==> config.mk <==
export PLATFORM = sky130hd
export DESIGN_NAME = csr_write_queue
export DESIGN_NICKNAME = d
export VERILOG_FILES = /design/src/rtl/csr_pkg.sv /design/src/rtl/csr_queue_mem.sv /design/src/rtl/csr_write_queue.sv
export SDC_FILE = /design/constraint.sdc
export NUM_CORES = 1
export LEC_CHECK = 0
export ABC_CLOCK_PERIOD_IN_PS = 22500
export BUFFER_PORTS_ARGS = -buffer_cell sky130_fd_sc_hd__buf_4
export CAP_MARGIN = 30
export CORE_AREA = 4 4 262 456
export CTS_CLUSTER_DIAMETER = 50
export DETAILED_ROUTE_END_ITERATION = 10
export DIE_AREA = 0 0 266 460
export HOLD_SLACK_MARGIN = 0.12
export SLEW_MARGIN = 0
export SYNTH_ARGS = -nofsm -noshare
export SYNTH_HDL_FRONTEND = slang
export SYNTH_HIERARCHICAL = 1
export SYNTH_SLANG_ARGS = --single-unit
==> constraint.sdc <==
create_clock -name clk -period 22.5 [get_ports clk]
set_input_delay 2.25 -clock clk [delete_from_list [all_inputs] [get_ports clk]]
set_output_delay 2.25 -clock clk [all_outputs]
set_load 0.01 [all_outputs]
==> src/rtl/csr_pkg.sv <==
// -----------------------------------------------------------------------------
// csr_pkg
// Shared definitions for the CSR write queue slice.
//   CSR_WIDTH_DEFAULT      : default CSR data width in bits
//   CSR_ADDR_WIDTH_DEFAULT : default CSR address width in bits
//   csr_entry_t            : queue entry {addr, data} at the default widths;
//                            also the default entry type of csr_queue_mem
// -----------------------------------------------------------------------------
package csr_pkg;

  localparam int CSR_WIDTH_DEFAULT      = 32;
  localparam int CSR_ADDR_WIDTH_DEFAULT = 4;

  typedef struct packed {
    logic [CSR_ADDR_WIDTH_DEFAULT-1:0] addr;
    logic [CSR_WIDTH_DEFAULT-1:0]      data;
  } csr_entry_t;

endpackage : csr_pkg

==> src/rtl/csr_queue_mem.sv <==
// -----------------------------------------------------------------------------
// csr_queue_mem
// Circular queue storage, read/write pointers and occupancy counter for the
// CSR write queue. The caller guarantees push only when not full and pop only
// when not empty.
//
// Parameters
//   DEPTH   : number of entries, power of two (2..16)
//   entry_t : packed entry type stored per slot
//
// Ports
//   clk, rst       : rising-edge clock, asynchronous active-high reset
//   push           : write push_entry at the tail
//   push_entry     : entry to enqueue
//   pop            : advance the head
//   head_entry     : entry at the head (valid when level != 0)
//   level          : current occupancy, 0..DEPTH
//   tail_wr        : (CSR_WRITE_QUEUE_COALESCE_EN only) overwrite tail slot
//   tail_entry_new : (CSR_WRITE_QUEUE_COALESCE_EN only) replacement tail entry
//   tail_entry     : (CSR_WRITE_QUEUE_COALESCE_EN only) most recently pushed
//
// Build option: `define CSR_WRITE_QUEUE_COALESCE_EN adds the tail ports.
// -----------------------------------------------------------------------------
module csr_queue_mem
  import csr_pkg::*;
#(
  parameter int  DEPTH   = 4,
  parameter type entry_t = csr_entry_t
) (
  input  logic                   clk,
  input  logic                   rst,
  input  logic                   push,
  input  entry_t                 push_entry,
  input  logic                   pop,
  output entry_t                 head_entry,
`ifdef CSR_WRITE_QUEUE_COALESCE_EN
  input  logic                   tail_wr,
  input  entry_t                 tail_entry_new,
  output entry_t                 tail_entry,
`endif
  output logic [$clog2(DEPTH):0] level
);

  localparam int PTR_W = $clog2(DEPTH);

  logic [PTR_W-1:0] wr_ptr;
  logic [PTR_W-1:0] rd_ptr;

  entry_t mem [DEPTH];

  // NOTE: storage has no reset; a slot is only observed once level says it
  // holds a pushed entry, so clearing it would add reset fan-out for nothing.
  always_ff @(posedge clk) begin
    if (push) begin
      mem[wr_ptr] <= push_entry;
    end
`ifdef CSR_WRITE_QUEUE_COALESCE_EN
    // Never concurrent with push: a coalescing write does not allocate.
    if (tail_wr) begin
      mem[wr_ptr - 1'b1] <= tail_entry_new;
    end
`endif
  end

  // NOTE: all state here uses non-blocking assignments so every register
  // samples pre-edge values, independent of statement order.
  always_ff @(posedge clk or posedge rst) begin
    if (rst) begin
      wr_ptr <= '0;
      rd_ptr <= '0;
      level  <= '0;
    end else begin
      // Pointers are exactly log2(DEPTH) bits, so they wrap modulo DEPTH.
      if (push) begin
        wr_ptr <= wr_ptr + 1'b1;
      end
      if (pop) begin
        rd_ptr <= rd_ptr + 1'b1;
      end
      case ({push, pop})
        2'b10:   level <= level + 1'b1;
        2'b01:   level <= level - 1'b1;
        default: level <= level;
      endcase
    end
  end

  assign head_entry = mem[rd_ptr];

`ifdef CSR_WRITE_QUEUE_COALESCE_EN
  assign tail_entry = mem[wr_ptr - 1'b1];
`endif

endmodule : csr_queue_mem

==> src/rtl/csr_write_queue.sv <==
// -----------------------------------------------------------------------------
// csr_write_queue
// Posted CSR write buffer. Each accepted write updates a local shadow register
// bank (for immediate readback) and is queued toward a slower target that
// drains entries with a strobe/ready handshake.
//
// Parameters
//   WIDTH       : CSR data width
//   ADDR_WIDTH  : CSR address width, 2**ADDR_WIDTH shadow registers
//   DEPTH       : queue entries, power of two (2..16)
//   RESET_VALUE : reset value of every shadow register
//
// Ports
//   clk, rst              : rising-edge clock, asynchronous active-high reset
//   wr_strobe/addr/data   : write request from the CSR master
//   wr_wait               : write presented this cycle is not accepted
//   tgt_strobe/addr/data  : head entry toward the target
//   tgt_ready             : target takes the head entry this cycle
//   rd_addr / rd_data     : combinational shadow readback
//   level                 : current queue occupancy
//
// Build option: `define CSR_WRITE_QUEUE_COALESCE_EN merges a write to the same
// address as the tail entry into that entry (only when tail is not head).
// -----------------------------------------------------------------------------
module csr_write_queue
  import csr_pkg::*;
#(
  parameter int               WIDTH       = CSR_WIDTH_DEFAULT,
  parameter int               ADDR_WIDTH  = CSR_ADDR_WIDTH_DEFAULT,
  parameter int               DEPTH       = 4,
  parameter logic [WIDTH-1:0] RESET_VALUE = {WIDTH{1'b0}}
) (
  input  logic                   clk,
  input  logic                   rst,
  input  logic                   wr_strobe,
  input  logic [ADDR_WIDTH-1:0]  wr_addr,
  input  logic [WIDTH-1:0]       wr_data,
  output logic                   wr_wait,
  output logic                   tgt_strobe,
  output logic [ADDR_WIDTH-1:0]  tgt_addr,
  output logic [WIDTH-1:0]       tgt_data,
  input  logic                   tgt_ready,
  input  logic [ADDR_WIDTH-1:0]  rd_addr,
  output logic [WIDTH-1:0]       rd_data,
  output logic [$clog2(DEPTH):0] level
);

  localparam int NREG  = 2 ** ADDR_WIDTH;
  localparam int LVL_W = $clog2(DEPTH) + 1;

  typedef struct packed {
    logic [ADDR_WIDTH-1:0] addr;
    logic [WIDTH-1:0]      data;
  } entry_t;

  entry_t head_entry;
  entry_t new_entry;
  logic   full;
  logic   accept;
  logic   push;
  logic   pop;

  assign new_entry = '{addr: wr_addr, data: wr_data};
  assign full      = (level == LVL_W'(DEPTH));

  // ---------------------------------------------------------------------------
  // Write acceptance / optional coalescing
  // ---------------------------------------------------------------------------
`ifdef CSR_WRITE_QUEUE_COALESCE_EN
  entry_t tail_entry;
  logic   coal_hit;
  logic   tail_wr;

  // level >= 2 keeps the tail distinct from the head, so an entry the target
  // may be sampling this cycle is never modified underneath it.
  assign coal_hit = wr_strobe && (level >= LVL_W'(2)) && (tail_entry.addr == wr_addr);
  assign wr_wait  = full && !coal_hit;
  assign accept   = wr_strobe && !wr_wait;
  assign push     = accept && !coal_hit;
  assign tail_wr  = accept && coal_hit;
`else
  // A pop in the same cycle does not free a slot for the push: wr_wait
  // depends on registered level only, keeping tgt_ready off the wr_wait path.
  assign wr_wait  = full;
  assign accept   = wr_strobe && !wr_wait;
  assign push     = accept;
`endif

  // tgt_ready while empty has no effect.
  assign pop = tgt_strobe && tgt_ready;

  // ---------------------------------------------------------------------------
  // Queue storage
  // ---------------------------------------------------------------------------
  csr_queue_mem #(
    .DEPTH   (DEPTH),
    .entry_t (entry_t)
  ) u_queue_mem (
    .clk            (clk),
    .rst            (rst),
    .push           (push),
    .push_entry     (new_entry),
    .pop            (pop),
    .head_entry     (head_entry),
`ifdef CSR_WRITE_QUEUE_COALESCE_EN
    .tail_wr        (tail_wr),
    .tail_entry_new (new_entry),
    .tail_entry     (tail_entry),
`endif
    .level          (level)
  );

  // Head is presented straight from storage: one cycle of latency, no bypass.
  assign tgt_strobe = (level != '0);
  assign tgt_addr   = head_entry.addr;
  assign tgt_data   = head_entry.data;

  // ---------------------------------------------------------------------------
  // Shadow register bank
  // ---------------------------------------------------------------------------
  logic [WIDTH-1:0] shadow [NREG];

  // Shadow contents are architecturally visible through rd_data, so unlike
  // the queue slots every register returns to RESET_VALUE.
  always_ff @(posedge clk or posedge rst) begin
    if (rst) begin
      for (int i = 0; i < NREG; i++) begin
        shadow[i] <= RESET_VALUE;
      end
    end else if (accept) begin
      shadow[wr_addr] <= wr_data;
    end
  end

  assign rd_data = shadow[rd_addr];

endmodule : csr_write_queue

# After elaboration in Yosys (flattened, before gate mapping)
# Memory sizes are Yosys's and may differ from the RTL's.
# Cells that the tools add are included.
# totals
memories	1
register_bits	519
mem_bits_rw	144
# mem_list
name	depth	width	read_ports	rd_clocked_by_memory_dff	wr	line_no	text
u_queue_mem.mem	4	36	1	0	1	csr_queue_mem.sv:49	entry_t mem [DEPTH];
# classes
n_eq_ne	3
magnitude_cmp	3
bitwise	2
reduce_logical	6
n_addsub	4
mux	9
# op_table
op	count
512-bit bitwise mux	1
32-bit binary-select mux with 4-bit select	1
32-bit demux with 4-bit select	1
32-bit two-way mux	3
5-bit greater-or-equal comparator, second input constant	2
4-bit NOT with 5-bit output	2
3-bit one-hot mux with 2 select lines	1
5-bit by 1-bit less-than comparator with 1-bit output, second input constant	1
2-bit by 1-bit adder with 2-bit output, second input constant	2
3-bit by 1-bit adder with 3-bit output, second input constant	1
3-bit equality test, second input constant	1
1-bit logical AND	3
3-bit nonzero test	1
3-bit by 1-bit subtractor with 3-bit output, second input constant	1
2-bit by 1-bit equality test with 1-bit output, second input constant	1
2-bit equality test, second input constant	1
1-bit two-way mux	2
2-bit nonzero test	1
1-bit zero test	1

# Depth between registers and ports, before layout
# Gate-level depths: netlist of the first run.
# depth
ltp_word	6
depth_mapped	11

# Modules after synthesis
# The synthesis of the first run kept the hierarchy.
# by_module_without_submodules
mod	instances	cells_each	area_each_um2	seq_area_each_um2
csr_write_queue	1	1409	23178.5	12812.3
csr_queue_mem	1	223	5601.6	4499.3

# Least setup slack after synthesis of the first run
# Ideal clock, no wire load.
# synth_timing
kind	input -> output
startpoint	input port rd_addr[0]
endpoint	output port rd_data[10]
t_arrival_ps	3592
stages	5
n_path_buf	2
setup_slack_ps	16658
required_ps	20250
cell_sequence	clkbuf_1 > buf_2 > mux4_2 > a22oi_1 > nand2_1
# synth_via
elab_chain_cells	4
# synth_rtl
item	line_no	text
start, declared	csr_write_queue.sv:43	input logic [ADDR_WIDTH-1:0] rd_addr,
4-bit NOT with 5-bit output (not written as such)	csr_write_queue.sv:135	assign rd_data = shadow[rd_addr];
32-bit binary-select mux with 4-bit select	csr_write_queue.sv:135	
32-bit two-way mux (not written as such) (2 in series)	csr_write_queue.sv:135	
end, declared	csr_write_queue.sv:44	output logic [WIDTH-1:0] rd_data,
# Every way passes these cells. The select of a mux whose other input is x is not followed.

# Final worst setup path of the first run
# layout_timing
startpoint	input port rd_addr[0]
endpoint	output port rd_data[8]
# The elaborated chain is that of the path after synthesis.

==> summary.txt, run 1 <==
share of the yosys chip area belonging to registers: 60.2%
library cell occupying the most area in the post-synthesis netlist: dfrtp_1
Boundary Pins: 117
yosys synthesis warning count: 6
commonest cells after routing, fill and taps aside: 517 x dfrtp_1, 374 x mux2_2, 164 x mux4_2
Rows: 165
CTS Buf Count: 53
vias in the first global route: 17000
Final setup viols: 0
most common cell after layout, fill and taps aside: dfrtp_1
nature of the critical path startpoint: primary input
kind of critical path: in2out
number of synthesized flops with an enable pin: 144
aggregate negative setup slack: 0 ns
max-cap violations: 0
Resize count post-CTS: 0
count of buffers from port buffering: 116
count of vias placed by the detailed router: 15000
number of post-CTS setup repair buffers: 0
Die ar.: 122000 sq um
die outline height: 460 microns
flip-flop cell with the highest count after synthesis: dfrtp_1
wire length of the first global-routing pass: 107 mm
Net count, final: 1756
Initial Util: 24.9%
class of the most critical hold timing path: reg2reg
clk slew on worst S/H paths: 0.07 ns
setup repair after global routing missed its margin: no
detail-routed net length per standard cell: 21.7 microns
number of cells on the worst hold path: 1
Die W: 266 microns
pin slew with the least headroom to its limit: 1.15 ns
clock tree from TritonCTS: yes
leakage power: 13.4 nW
launch instance of the worst register-to-register path: u_queue_mem/level[1]
iteration count of the initial detailed-routing pass: 5
worst reg2reg endpoint: shadow[143]
placed wire-length estimate: 41.3 mm
fraction of final layout cells with drive strength greater than 1: 46.1%
Remaining DRCs: 0
CTS sink cnt: 663
capture endpoint of the worst hold path: shadow[310]
overall power of the completed layout: 3.79 mW
routability-driven placement congestion ratio: 0.701
global routing usage summed across all routing layers: 11.4%
worst hold start: shadow[310]
Final Hold Fails: 0
total grt overflow: 0
Clock Path Buffers: 3
number of antenna violations at the first check in global routing: 1
Syn Area/Cell: 17.6 sq um
drt total wl: 70.7 mm
Max Clock Freq: 140 MHz
synthesized area: 28800 sq um
gate count after technology mapping: 1632
distinct cell type count after synthesis: 29
register bit total from synthesis: 663
Post-synth ARST share: 78.3%
number of H-tree branching levels: 2
maximum fanout encountered on the critical timing path: 51
Placed Instances: 3152
maximum number of pins on one net before global-route repair: 200
placeable core region: 116000 sq um
critical path required time: 20.25 ns
pre-CTS worst setup slack: 15.20 ns
data arrival time of the worst path: 4.92 ns
post-route setup slack: 15.33 ns
type of destination of the critical path: output port
number of non-filler instances in the completed layout: 3256
Root Buffer Master: clkbuf_16
Routed Antenna Nets: 0
fin crit share: 31.9%
post-layout min period: 7.17 ns
flop-to-flop setup slack: 19.48 ns
routed vias/inst: 4.62
Power Dens Cells: 115 nW/um^2
dominant cells by area after synthesis: dfrtp_1 45%, edfxtp_1 15%, mux2_2 15%, mux4_2 13%, mux2_1 5.4%
Slew headroom: 23.3%
hold bufs inserted after CTS: 0
count of routing violations after the opening detailed-route iteration: 1081
Clk Latency, worst-skew pair: 0.61 ns
Worst Reg2Reg Path Length in Cells: 5
synthesized net count: 1682
top-area cell type share of the netlist area: 45.1%
area delta synth->final: 14.7%
highest ir drop seen on vdd: 0.0842 mV
worst clock skew on the final layout: 0.00938 ns
run status: completed
Max Slew Vio Count: 0
==> report_power, final <==
part,internal (mW),switching [mW],total (mW)
Combinational,0.577,0.399,0.976
Sequential,1.64,0.195,1.84
Clock,0.537,0.443,0.980
==> worst max-delay path, stage by stage <==
cell and delay, ns:
clkbuf_8 0.51, buf_4 0.82, mux4_2 0.59, a22oi_1 0.22, nand2_1 0.24, buf_4 0.22
==> flip-flops by register name, indices dropped and copies added (netlist names) <==
| name | flops |
|---|---|
| shadow | 512 |
| u_queue_mem/level | 3 |
| u_queue_mem/mem | 144 |
| u_queue_mem/rd_ptr | 2 |
| u_queue_mem/wr_ptr | 2 |
==> kinds of logic (layout without fill, tap and decap cells) <==
family | Yosys count | count (layout) | synth area share [%]
buffers and inverters | 144 | 263 | 3.03
AO/OA/AOI/OAI | 65 | 65 | 1.69
adder cells (fa/ha/maj) | 6 | 6 | 0.287
other | 0 | 2 | 0
AND/OR/NAND/NOR | 71 | 71 | 1.76
flip-flops | 663 | 663 | 60.2
XOR/XNOR | 6 | 6 | 0.183
multiplexers | 677 | 677 | 32.9
==> metal layers <==
| metal | part of all wire (%) | up-vias | track usage, % | routed length (microns) |
|---|---|---|---|---|
| met1 | 40 | 8233 | 13.8 | 28600 |
| met2 | 52 | 332 | 20.5 | 36900 |
| met5 | 0 | - | 0 | 0 |
| li1 | - | 6356 | - | - |
| met4 | 3.4 | 0 | 4.01 | 2380 |
| met3 | 4.0 | 125 | 1.59 | 2810 |
==> metrics by stage <==
step | cell area (sq um) | util, % | hold WS (ns)
CTS | 33000 | 28.5 | 0.495
global placement | 31000 | 26.8 | 0.468
detailed placement | 31100 | 26.9 | 0.478
floorplan | 28800 | - | 0.459
global route | 33000 | 28.6 | 0.506
finish | 33000 | 28.6 | 0.490
==> cell type report <==
| class | instances | area [sq um] |
|---|---|---|
| tap | 1503 | 1880 |
| antenna | 2 | 5.00 |
| inverter | 9 | 41.3 |
| clock inverter | 36 | 380 |
| sequential | 663 | 17300 |
| timing repair buffer | 154 | 1350 |
| multi-input combinational | 825 | 10600 |
| fill | 11400 | 82600 |
| clock buffer | 64 | 1430 |
==> cells in the mapped netlist (all sizes together) (4+ instances only) <==
cell type,n
mux4,164
clkbuf,61
ha,5
inv,9
xor2,4
dfrtp,519
and2,9
mux2,512
edfxtp,144
nand4,16
nand2,34
nor2,4
buf,74
a22oi,64
==> worst max-delay path by stage <==
stage	startpoint	to	slack (ns)	depth (start not counted)
floorplan	rst	shadow[0]	5.95	1
global placement	rd_addr[0]	rd_data[2]	15.21	6
detailed placement	rd_addr[0]	rd_data[4]	15.20	6
CTS	rd_addr[0]	rd_data[4]	15.19	6
global route	rd_addr[0]	rd_data[8]	15.04	6
finish	rd_addr[0]	rd_data[8]	15.33	6
Note: power is estimated with default switching activity, not from simulation.
==> inputs of run 2 (changes only) <==
--- a/config.mk
+++ b/config.mk
@@ -5,13 +5,14 @@
 export SDC_FILE = /design/constraint.sdc
 export NUM_CORES = 1
 export LEC_CHECK = 0
-export ABC_CLOCK_PERIOD_IN_PS = 22500
+export ABC_AREA = 1
+export ABC_CLOCK_PERIOD_IN_PS = 6900
 export BUFFER_PORTS_ARGS = -buffer_cell sky130_fd_sc_hd__buf_4
 export CAP_MARGIN = 30
-export CORE_AREA = 4 4 262 456
+export CORE_AREA = 4 4 274 477
 export CTS_CLUSTER_DIAMETER = 50
 export DETAILED_ROUTE_END_ITERATION = 10
-export DIE_AREA = 0 0 266 460
+export DIE_AREA = 0 0 278 481
 export HOLD_SLACK_MARGIN = 0.12
 export SLEW_MARGIN = 0
 export SYNTH_ARGS = -nofsm -noshare
==> constraint.sdc (replaced) <==
create_clock -name clk -period 6.9 [get_ports clk]
set_input_delay 0.69 -clock clk [delete_from_list [all_inputs] [get_ports clk]]
set_output_delay 0.69 -clock clk [all_outputs]
set_load 0.01 [all_outputs]
==> summary.txt, run 2 <==
share of the yosys chip area belonging to registers: 55.0% (-5.2 points)
type of destination of the critical path: output port
Routed met2 length: 43.3 mm (+17%)
Power Dens Cells: 365 nW/um^2 (+220%)
leakage power: 16.9 nW (+26%)
post-route setup slack: 2.96 ns (-12.37 ns)
detail-routed net length per standard cell: 16.5 microns (-24%)
biggest regs: shadow: 512 flops, u_queue_mem/mem: 144 flops, u_queue_mem/level: 3 flops
uppermost layer routed: met5
Remaining DRCs: 0 (unchanged)
Syn Area/Cell: 8.36 sq um (-53%)
top-count cell post-synth: nand2_1
global routing usage summed across all routing layers: 13.3% (+2.0 points)
critical path required time: 6.21 ns (-14.04 ns)
Boundary Pins: 117 (unchanged)
library cell occupying the most area in the post-synthesis netlist: dfrtp_1
die outline height: 481 microns (+4.6%)
clk slew on worst S/H paths: 0.06 ns (about the same)
setup repair after global routing missed its margin: no
number of non-filler instances in the completed layout: 5445 (+67%)
dominant cells by area after synthesis: dfrtp_1 41%, nand2_1 16%, edfxtp_1 14%, nand3_1 6.1%, inv_1 6.1%
main combinational cell family by area after synthesis: simple AND/OR/NAND/NOR gates
run status: completed
maximum fanout encountered on the critical timing path: 81 (+59%)
Crit path largest cell delay: 0.81 ns (about the same)
top-area cell type share of the netlist area: 41.3% (-3.9 points)
wire length of the first global-routing pass: 140 mm (+31%)
Initial Util: 24.8% (-0.078 points)
placeable core region: 127000 sq um (+9.7%)
Clock Path Buffers: 3 (unchanged)
post-layout min period: 3.94 ns
most common cell after layout, fill and taps aside: nand2_1
max-cap violations: 0 (unchanged)
overall power of the completed layout: 12.9 mW (+240%)
M1 WL: 39.2 mm (+37%)
pre-CTS worst setup slack: 2.94 ns (-12.26 ns)
synthesized area: 31500 sq um (+9.4%)
drt total wl: 89.8 mm (+27%)
Met3 Routed Length: 4.46 mm (+59%)
aggregate negative setup slack: 0 ns (unchanged)
area delta synth->final: 12.7%
synthesized net count: 3816 (+130%)
Post-synth ARST share: 78.3% (unchanged)
flop-to-flop setup slack: 4.52 ns (-14.96 ns)
CP max stage cell: buf_4
number of synthesized flops with an enable pin: 144 (unchanged)
Slew headroom: 26.9% (+3.5 points)
CTS sink cnt: 663 (unchanged)
max FFs per register: 512 (unchanged)
multiplexer share of the synthesized area: 0% (-33 points)
Post-synth top cells: 1311 x nand2_1, 519 x dfrtp_1, 512 x inv_1
Placed Instances: 5313 (+69%)
worst clock skew on the final layout: 0.0206 ns (+0.0112 ns)
yosys synthesis warning count: 6 (unchanged)
nature of the critical path startpoint: primary input
Resize count post-CTS: 0 (unchanged)
Routed Antenna Nets: 0 (unchanged)
maximum number of pins on one net before global-route repair: 172 (-14%)
fin crit share: 57.0%
number of H-tree branching levels: 3 (+1)
register bank with the most flops: shadow
iteration count of the initial detailed-routing pass: 8 (+3)
Final setup viols: 0 (unchanged)
count of routing violations after the opening detailed-route iteration: 1826 (+69%)
gate count after technology mapping: 3766 (+130%)
Die ar.: 134000 sq um (+9.3%)
flip-flop cell with the highest count after synthesis: dfrtp_1
commonest cells after routing, fill and taps aside: 1311 x nand2_1, 518 x dfrtp_1, 510 x inv_1
CTS Buf Count: 67 (+26%)
highest ir drop seen on vdd: 0.232 mV (+180%)
Rows: 173 (+4.8%)
Post-Synth Adder-Cell Area: 0.262% (-0.025 points)
class of the most critical hold timing path: in2reg
routed vias/inst: 4.45 (-3.7%)
data arrival time of the worst path: 3.25 ns (-1.67 ns)
total grt overflow: 0 (unchanged)
fraction of final layout cells with drive strength greater than 1: 8.63% (-37 points)
complex-gate fraction of the synthesized area: 10.5% (+8.8 points)
register bit total from synthesis: 663 (unchanged)
Net count, final: 3772 (+110%)
routability-driven placement congestion ratio: 0.743 (+5.9%)
Clk Latency, worst-skew pair: 0.63 ns (+0.02 ns)
kind of critical path: in2out
vias in the first global route: 23500 (+39%)
Max Slew Vio Count: 0 (unchanged)
number of antenna violations at the first check in global routing: 4 (+3)
Max Clock Freq: 254 MHz
pin slew with the least headroom to its limit: 1.10 ns (-0.0527 ns)
placed wire-length estimate: 50.3 mm (+22%)
critical path, cell by cell: clkbuf_8, buf_4, buf_4, nand2_1, nand3_1, nand3_1, nand3_1, nand2_1, buf_4
distinct cell type count after synthesis: 31 (+6.9%)
clock tree from TritonCTS: yes
simple-gate share of the synthesized area: 22.8% (+21 points)
Root Buffer Master: clkbuf_16
count of buffers from port buffering: 116 (unchanged)
Die W: 278 microns (+4.5%)
xor and xnor area share after synthesis: 0.111% (-0.071 points)
Final Hold Fails: 0 (unchanged)
count of vias placed by the detailed router: 24200 (+61%)
run 2: changes by cell type after synthesis, sizes merged, moves of 64 or more:
cell,change
nand2,+1293
o21ai,+513
mux2,-512
inv,+507
nand3,+386
mux4,-164
buf,+104
o211ai,+72
a22oi,-64
run 2: area by class of cell:
type	instances	area, sq um
diodes	7	17.5
inverters	516	1960
multi-input cells	2329	10600
clock buffers	97	2010
clock inverters	26	245
well taps	1662	2080
fillers	13600	91400
repair buffers	145	1210
flip-flops and latches	663	17300
run 2: power by group:
part	internal, mW	switching [mW]
Clock	2.13	1.64
Sequential	5.24	0.615
Combinational	1.31	2.00
Total	8.68	4.25
run 2: worst paths after layout:
path	startpoint	to	depth (start not counted)
setup reg to reg	u_queue_mem/level[0]	u_queue_mem/mem[1][13]	7
min in group asynchronous	rst	u_queue_mem/rd_ptr[1]	3
max in group asynchronous	rst	shadow[314]	6
hold / removal	wr_data[23]	u_queue_mem/mem[3][23]	1
hold reg to reg	shadow[447]	shadow[447]	2
setup / recovery	rd_addr[0]	rd_data[5]	9
run 2: cell families (layout without fill, tap and decap cells):
kind of cell,Yosys count,after routing
adders and majority gates,6,6
other,0,7
buffers and inverters,774,784
AOI/OAI and AO/OA,586,586
xor gates and xnor gates,4,4
and+or+nand+nor,1733,1733
DFF,663,663
run 2: layer usage:
| metal | track usage (%) | vias to the layer above |
|---|---|---|
| met3 | 2.08 | 143 |
| met1 | 17.0 | 11700 |
| met2 | 22.7 | 644 |
| met5 | 0 | - |
| li1 | - | 11800 |
| met4 | 5.21 | 2 |
run 2: per-stage QoR:
step	hold WS [ns]	util, %	cell area (sq um)
detailed placement	0.468	26.1	33200
CTS	0.214	27.9	35400
finish	0.287	28.0	35500
floorplan	0.453	-	31500
global route	0.258	27.9	35400
global placement	0.465	26.1	33100
run 2: critical path, delay by kind of cell:
family | cells | cell delay (ns)
buffers and inverters | 4 | 1.92
and+or+nand+nor | 5 | 0.59
run 2: what timing repair did:
action                                  in CTS  in global routing
endpoints found under the setup margin       0                  0
hold endpoints to repair                    21                  0
buffers inserted                             0                  0
hold buffers                                 1                  0
